`src/rtl/ws2812_pkg.sv`:
```
// Shared timing defaults (50 MHz clock) and FSM state type for the WS2812 serialiser.
package ws2812_pkg;

   localparam int DEF_BIT_CYC   = 63;
   localparam int DEF_T0H_CYC   = 20;
   localparam int DEF_T1H_CYC   = 40;
   localparam int DEF_RESET_CYC = 2600;

   typedef enum logic [1:0] {
      IDLE  = 2'd0,
      BIT   = 2'd1,
      LATCH = 2'd2
   } state_t;

endpackage

```
`src/rtl/ws2812_tx_if.sv`:
```
// Frame bus between the LED frame generator and the WS2812 serialiser, plus strip line and debug state.
interface ws2812_tx_if
   import ws2812_pkg::*;
#(
   parameter int NUM_LEDS = 60
);
   // Handshake: start is sampled only while busy=0; an accepted start raises busy on the
   // same edge, busy stays high until the registered frame_done pulse, starts during busy are dropped.
   logic [NUM_LEDS*24-1:0] data;
   logic                   start;
   logic                   busy;
   logic                   frame_done;
   logic                   dout;
   state_t                 state;

   modport master (output data, start, input busy, frame_done, dout, state);
   modport slave  (input data, start, output busy, frame_done, dout, state);
endinterface

```
`src/rtl/ws2812_bit_encoder.sv`:
```
// One NRZ bit period: cycle counter plus registered dout (long high for 1, short high for 0).
module ws2812_bit_encoder
   import ws2812_pkg::*;
#(
   parameter int BIT_CYC = DEF_BIT_CYC,
   parameter int T0H_CYC = DEF_T0H_CYC,
   parameter int T1H_CYC = DEF_T1H_CYC
) (
   input  logic clk,
   input  logic reset,
   input  logic bit_active,
   input  logic bit_start,
   input  logic bit_val,
   output logic bit_last,
   output logic dout
);
   localparam int CW = (BIT_CYC > 1) ? $clog2(BIT_CYC) : 1;
   localparam logic [CW-1:0] LAST_L = CW'(BIT_CYC - 1);
   localparam logic [CW-1:0] T0H_L  = CW'(T0H_CYC);
   localparam logic [CW-1:0] T1H_L  = CW'(T1H_CYC);

   logic [CW-1:0] cyc_cnt;
   logic [CW-1:0] cyc_nxt;
   logic          dout_nxt;

   assign bit_last = bit_active && (cyc_cnt == LAST_L);

   // dout is computed from the next count so the registered line matches the count it sits beside
   always_comb begin
      cyc_nxt  = '0;
      dout_nxt = 1'b0;
      if (bit_start) begin
         cyc_nxt  = '0;
         dout_nxt = 1'b1;
      end else if (bit_active && !bit_last) begin
         cyc_nxt  = cyc_cnt + 1'b1;
         dout_nxt = (cyc_nxt < (bit_val ? T1H_L : T0H_L));
      end
   end

   always_ff @(posedge clk or posedge reset) begin
      if (reset) begin
         cyc_cnt <= '0;
         dout    <= 1'b0;
      end else begin
         cyc_cnt <= cyc_nxt;
         dout    <= dout_nxt;
      end
   end

endmodule

```
`src/rtl/ws2812_tx.sv`:
```
// WS2812 frame serialiser: shadows a NUM_LEDS*24-bit frame, sends it MSB first, then holds the latch gap.
module ws2812_tx
   import ws2812_pkg::*;
#(
   parameter int NUM_LEDS  = 60,
   parameter int BIT_CYC   = DEF_BIT_CYC,
   parameter int T0H_CYC   = DEF_T0H_CYC,
   parameter int T1H_CYC   = DEF_T1H_CYC,
   parameter int RESET_CYC = DEF_RESET_CYC
) (
   input  logic       clk,
   input  logic       reset,
   ws2812_tx_if.slave bus
);
   localparam int FW = NUM_LEDS * 24;
   localparam int BW = (FW > 1) ? $clog2(FW) : 1;
   localparam int RW = (RESET_CYC > 1) ? $clog2(RESET_CYC) : 1;

   if (!(NUM_LEDS >= 1 && T0H_CYC > 0 && T0H_CYC < T1H_CYC && T1H_CYC < BIT_CYC && RESET_CYC >= 1))
   begin : g_param_check
      $error("ws2812_tx: illegal timing parameters");
   end

   state_t        state, state_nxt;
   logic [FW-1:0] shadow, shadow_nxt;
   logic [BW-1:0] bit_cnt, bit_cnt_nxt;
   logic [RW-1:0] gap_cnt, gap_cnt_nxt;
   logic          busy_q, busy_nxt;
   logic          done_q, done_nxt;
   logic          bit_start, bit_last;

   always_comb begin
      state_nxt   = state;
      shadow_nxt  = shadow;
      bit_cnt_nxt = bit_cnt;
      gap_cnt_nxt = gap_cnt;
      busy_nxt    = busy_q;
      done_nxt    = 1'b0;
      bit_start   = 1'b0;
      case (state)
         IDLE: begin
            if (bus.start) begin
               state_nxt   = BIT;
               shadow_nxt  = bus.data;
               bit_cnt_nxt = BW'(FW - 1);
               busy_nxt    = 1'b1;
               bit_start   = 1'b1;
            end
         end
         BIT: begin
            if (bit_last) begin
               if (bit_cnt == '0) begin
                  state_nxt   = LATCH;
                  gap_cnt_nxt = '0;
               end else begin
                  shadow_nxt  = shadow << 1;
                  bit_cnt_nxt = bit_cnt - 1'b1;
                  bit_start   = 1'b1;
               end
            end
         end
         LATCH: begin
            if (gap_cnt == RW'(RESET_CYC - 1)) begin
               state_nxt = IDLE;
               busy_nxt  = 1'b0;
               done_nxt  = 1'b1;
            end else begin
               gap_cnt_nxt = gap_cnt + 1'b1;
            end
         end
         default: state_nxt = IDLE;
      endcase
   end

   always_ff @(posedge clk or posedge reset) begin
      if (reset) begin
         state   <= IDLE;
         shadow  <= '0;
         bit_cnt <= '0;
         gap_cnt <= '0;
         busy_q  <= 1'b0;
         done_q  <= 1'b0;
      end else begin
         state   <= state_nxt;
         shadow  <= shadow_nxt;
         bit_cnt <= bit_cnt_nxt;
         gap_cnt <= gap_cnt_nxt;
         busy_q  <= busy_nxt;
         done_q  <= done_nxt;
      end
   end

   ws2812_bit_encoder #(
      .BIT_CYC (BIT_CYC),
      .T0H_CYC (T0H_CYC),
      .T1H_CYC (T1H_CYC)
   ) u_enc (
      .clk        (clk),
      .reset      (reset),
      .bit_active (state == BIT),
      .bit_start  (bit_start),
      .bit_val    (shadow[FW-1]),
      .bit_last   (bit_last),
      .dout       (bus.dout)
   );

   assign bus.busy       = busy_q;
   assign bus.frame_done = done_q;
   assign bus.state      = state;

endmodule

```
`src/flat_wrapper.sv`:
```
// flat-port wrapper written by rule: the top's interface ports become plain ports
module ws2812_tx_flat import ws2812_pkg::*;
#(
   parameter int NUM_LEDS  = 60,
   parameter int BIT_CYC   = DEF_BIT_CYC,
   parameter int T0H_CYC   = DEF_T0H_CYC,
   parameter int T1H_CYC   = DEF_T1H_CYC,
   parameter int RESET_CYC = DEF_RESET_CYC
)
  (clk, reset, bus_data, bus_start, bus_busy, bus_frame_done, bus_dout, bus_state);
  ws2812_tx_if #(.NUM_LEDS(NUM_LEDS)) bus_i ();
  input  logic clk;
  input  logic reset;
  input wire logic [$bits(bus_i.data)-1:0] bus_data;
  input wire logic [$bits(bus_i.start)-1:0] bus_start;
  output wire logic [$bits(bus_i.busy)-1:0] bus_busy;
  output wire logic [$bits(bus_i.frame_done)-1:0] bus_frame_done;
  output wire logic [$bits(bus_i.dout)-1:0] bus_dout;
  output wire logic [$bits(bus_i.state)-1:0] bus_state;
  assign bus_i.data = bus_data;
  assign bus_i.start = bus_start;
  assign bus_busy = bus_i.busy;
  assign bus_frame_done = bus_i.frame_done;
  assign bus_dout = bus_i.dout;
  assign bus_state = bus_i.state;
  ws2812_tx #(.NUM_LEDS(NUM_LEDS), .BIT_CYC(BIT_CYC), .T0H_CYC(T0H_CYC), .T1H_CYC(T1H_CYC), .RESET_CYC(RESET_CYC)) u_core (.clk(clk), .reset(reset), .bus(bus_i));
endmodule
```
`config.mk`:
```
export PLATFORM = sky130hd
export DESIGN_NAME = ws2812_tx_flat
export DESIGN_NICKNAME = d
export VERILOG_FILES = /design/src/rtl/ws2812_pkg.sv /design/src/rtl/ws2812_tx_if.sv /design/src/rtl/ws2812_bit_encoder.sv /design/src/rtl/ws2812_tx.sv /design/src/flat_wrapper.sv
export SDC_FILE = /design/constraint.sdc
export NUM_CORES = 2
export LEC_CHECK = 0
export ABC_AREA = 1
export BUFFER_PORTS_ARGS = -buffer_cell sky130_fd_sc_hd__buf_2
export CORE_AREA = 2 2 560 562
export CTS_CLUSTER_SIZE = 25
export DETAILED_ROUTE_END_ITERATION = 16
export DIE_AREA = 0 0 562 564
export PLACE_DENSITY_LB_ADDON = 0.1
export SETUP_SLACK_MARGIN = 0.15
export SLEW_MARGIN = 20
export SYNTH_ARGS = -nofsm -noshare
export SYNTH_HDL_FRONTEND = slang
export SYNTH_HIERARCHICAL = 1
export SYNTH_SLANG_ARGS = --single-unit
```
`constraint.sdc`:
```
create_clock -name clk -period 54.6 [get_ports clk]
set_input_delay 8.19 -clock clk [delete_from_list [all_inputs] [get_ports clk]]
set_output_delay 8.19 -clock clk [all_outputs]
set_load 0.005 [all_outputs]
```
==> Flow_metrics.wiki <==
{| class="wikitable"
! Metric !! Value
|-
| Setup Fix Bufs, Post-CTS || 0
|-
| All-layer global routing usage || 0.170
|-
| Die area || 0.317 mm^2
|-
| Antenna-violating nets left || 0
|-
| Final number of setup-violating endpoints || 0
|-
| Pin count of the biggest net entering global routing || 274
|-
| Data required, critical path || 55.25 ns
|-
| Worst Setup Path Type || input pin to register
|-
| Slew at the pin closest to its max-slew limit || 1.20 ns
|-
| Clock-pin transition on the worst setup and hold timing paths || 0.05 ns
|-
| Routed vias || 65098
|-
| Power Density || 27.9 mW/mm^2
|-
| Synthesized area per cell || 7.50 um^2
|-
| Worst slew margin || 0.198
|-
| CP max stage delay || 0.84 ns
|-
| Initial standard-cell utilization of the core || 0.231
|-
| Setup crit start kind || input pin
|-
| Critical path peak fanout || 270
|-
| Met2 routed WL || 134000 um
|-
| Fraction of final layout cells with drive strength greater than 1 || 0.169
|-
| Number of antenna violations at the first check in global routing || 331
|-
| Number of buffers added to fix hold violations after cts || 0
|-
| Die Ht || 564 um
|-
| Clk buf depth || 4
|-
| Type of element capturing the critical path || register
|-
| Final setup TNS || 0 ns
|-
| Routability cong. || 0.826
|-
| Most numerous cell in the Yosys netlist || nand2_1
|-
| Sequential cell area || 0.0369 mm^2
|-
| First drt pass iteration count || 6
|-
| Final Skew || 0.0665 ns
|-
| Number of distinct library cells after synthesis || 29
|-
| Net count after synthesis || 11024
|-
| Hold Violations, Final || 0
|-
| CP max stage cell || buf_4
|-
| Most frequent cells after synthesis || 2976 x nand2_1, 2196 x o21ai_0, 1474 x dfrtp_1
|-
| Number of instances in the synthesized netlist || 9574
|-
| Global-route wire length before repair || 410000 um
|-
| Filler Cell Count || 34353
|-
| Number of synthesized flops with an enable pin || 0
|-
| Design Area, Final || 0.0883 mm^2
|-
| P&R area growth vs syn || 22.9%
|-
| Wire length on met1 || 113000 um
|-
| Depth of the worst register-to-register path || 14
|-
| Post-detail-place hpwl || 203000 um
|-
| Footprint of the multi-input gates || 0.0263 mm^2
|-
| Max frequency || 83.2 MHz
|-
| Largest area contributor in the synthesized netlist || dfrtp_1
|-
| Seq cells post-synth || 1474
|-
| Unrepaired setup endpoints after global routing || no
|-
| Number of warnings printed during yosys synthesis || 6
|-
| VDD IR-drop max || 0.0233 mV
|-
| Count of pins on the block boundary || 1448
|-
| Average wire length per cell after detail routing || 18.7 um
|-
| Highest Signal Layer || met5
|-
| Source-to-sink clock delay at the later pin of the worst-skew pair || 0.87 ns
|-
| Number of DRC markers in iteration 0 || 4957
|-
| Endpoint arrival time on the critical path || 12.68 ns
|-
| Total standard cell area after synthesis || 0.0718 mm^2
|-
| Tot Pwr || 0.00246 W
|-
| Class of the most critical hold timing path || register to register
|-
| Proportion of register bits with asynchronous set or reset after synthesis || 1.00
|-
| Predominant post-synthesis flop cell || dfrtp_1
|-
| Placed cell area || 0.0818 mm^2
|-
| Std-Cell Core Area || 0.311 mm^2
|-
| Port buffer count || 1447
|-
| Die span in x || 562 um
|-
| Number of gates given a new drive strength after cts || 0
|-
| Final-stage net count || 12089
|-
| Post-Route WL || 280000 um
|-
| Max-cap violations || 0
|-
| Worst hold path depth || 2
|-
| Master cell of the clock root buffer || clkbuf_16
|-
| Number of vias per cell after detailed routing || 4.34
|-
| Clock sink count || 1474
|-
| Sequential cell area fraction in the yosys report || 0.514
|-
| Critical path cell sequence || buf_2 > nand2_1 > nand2_1 > nand2_2 > inv_8 > buf_12 > buf_12 > buf_4 > buf_4 > o21ai_0
|-
| Cell total after placement || 14583
|-
| Top cells by area in the synthesized netlist || dfrtp_1 51%, nand2_1 16%, o21ai_0 15%
|-
| GR Overflow Total || 0
|-
| Total clock buffers created by CTS || 194
|-
| Vias in the first global route || 63334
|-
| Clock tree from TritonCTS || done
|-
| Period Utilization, post-route || 0.220
|-
| Total length of routed met3 wires || 23100 um
|-
| Yosys top cell area share || 0.514
|-
| Status || finished clean
|-
| Static power due to leakage || 40.2 nW
|-
| Final Instance Count excl. Fillers || 14994
|-
| H-tree depth || 4
|-
| Final number of max-transition violations || 0
|-
| Cell Rows || 205
|-
| Layout Utilization || 0.284
|-
| Final critical-path required period || 12.02 ns
|-
| DRC violations left || 0
|}
## layer usage
metal,vias to the layer above,GRT usage
li1,32130,-
met1,30147,0.203
met2,1923,0.288
met3,710,0.0575
met4,188,0.0514
met5,-,0
## registers in the layout, summed over array words and instances, names as in the netlist
name	flops
u_core/bus.state	2
u_core/u_enc/dout	1
u_core/bus.busy	1
u_core/shadow	1440
u_core/u_enc/cyc_cnt	6
u_core/bus.frame_done	1
u_core/gap_cnt	12
u_core/bit_cnt	11
## critical path, delay by kind of cell
family	cells	cell delay [ns]
buffers and inverters	6	3.52
and+or+nand+nor	3	0.40
AOI/OAI and AO/OA	1	0.18
## power by group
part	switching (W)	internal, W	total [W]	leakage, nW
clock network	0.000526	0.000747	0.00127	3.06
registers	0	0.00109	0.00109	13.0
logic	0.0000568	0.0000376	0.0000944	24.1
total	0.000583	0.00188	0.00246	40.2
## per-stage QoR
| stage | setup slack, ns | hold WS, ns |
|---|---|---|
| after global placement | 41.64 | 0.480 |
| after floorplan | 5.03 | 0.449 |
| final | 42.58 | 0.482 |
| after CTS | 42.55 | 0.483 |
| after detailed placement | 41.60 | 0.467 |
| after global routing | 42.03 | 0.521 |
## cells in the final DEF (no fill, tap or decap), types with 3 or more instances in the layout
master,count
dfrtp_1,1474
inv_6,5
diode_2,78
buf_2,1447
buf_12,12
inv_16,3
o21ai_1,692
buf_4,48
clkbuf_1,45
nor2_1,33
clkbuf_8,44
buf_6,6
clkinv_2,25
nand3_1,39
clkinvlp_4,5
o21bai_1,3
nand2_1,2976
xnor2_1,3
clkinv_16,3
or2_2,3
o21ai_0,2196
clkbuf_16,196
ha_1,7
nand4_1,7
inv_1,1472
nor3_1,6
bufinv_16,6
## kinds of logic (layout without fill, tap and decap cells)
group / after synthesis / after routing / share of synthesized area
AND/OR/NAND/NOR: 3073 / 3073 / 0.162
AO/OA/AOI/OAI: 2895 / 2895 / 0.202
buffers and inverters: 2120 / 3322 / 0.120
flip-flops: 1474 / 1474 / 0.514
adder cells (fa/ha/maj): 7 / 7 / 0.00122
XOR/XNOR: 5 / 5 / 0.000610
other: 0 / 78 / 0
## final cells by class
type	count	area share
Sequential cell	1474	0.418
Tap cell	4140	0.0587
Timing Repair Buffer	1513	0.0896
Clock inverter	48	0.00618
Inverter	1476	0.0629
Clock buffer	285	0.0643
Multi-Input combinational cell	5980	0.298
Antenna cell	78	0.00221
## final timing paths
| path | startpoint | end | slack (ns) |
|---|---|---|---|
| hold reg to reg | u_core/shadow[1438]$_DFFE_PP0P_ | u_core/shadow[1438]$_DFFE_PP0P_ | 0.48 |
| max in group asynchronous | reset | u_core/shadow[811]$_DFFE_PP0P_ | 43.40 |
| setup / recovery | bus_start | u_core/shadow[1316]$_DFFE_PP0P_ | 42.58 |
| hold / removal | u_core/shadow[1438]$_DFFE_PP0P_ | u_core/shadow[1438]$_DFFE_PP0P_ | 0.48 |
| min in group asynchronous | reset | u_core/u_enc/dout$_DFF_PP0_ | 7.44 |
| setup reg to reg | u_core/bus.state[1]$_DFFE_PP0P_ | u_core/shadow[1316]$_DFFE_PP0P_ | 48.26 |
Note: power is estimated with default switching activity, not from simulation.
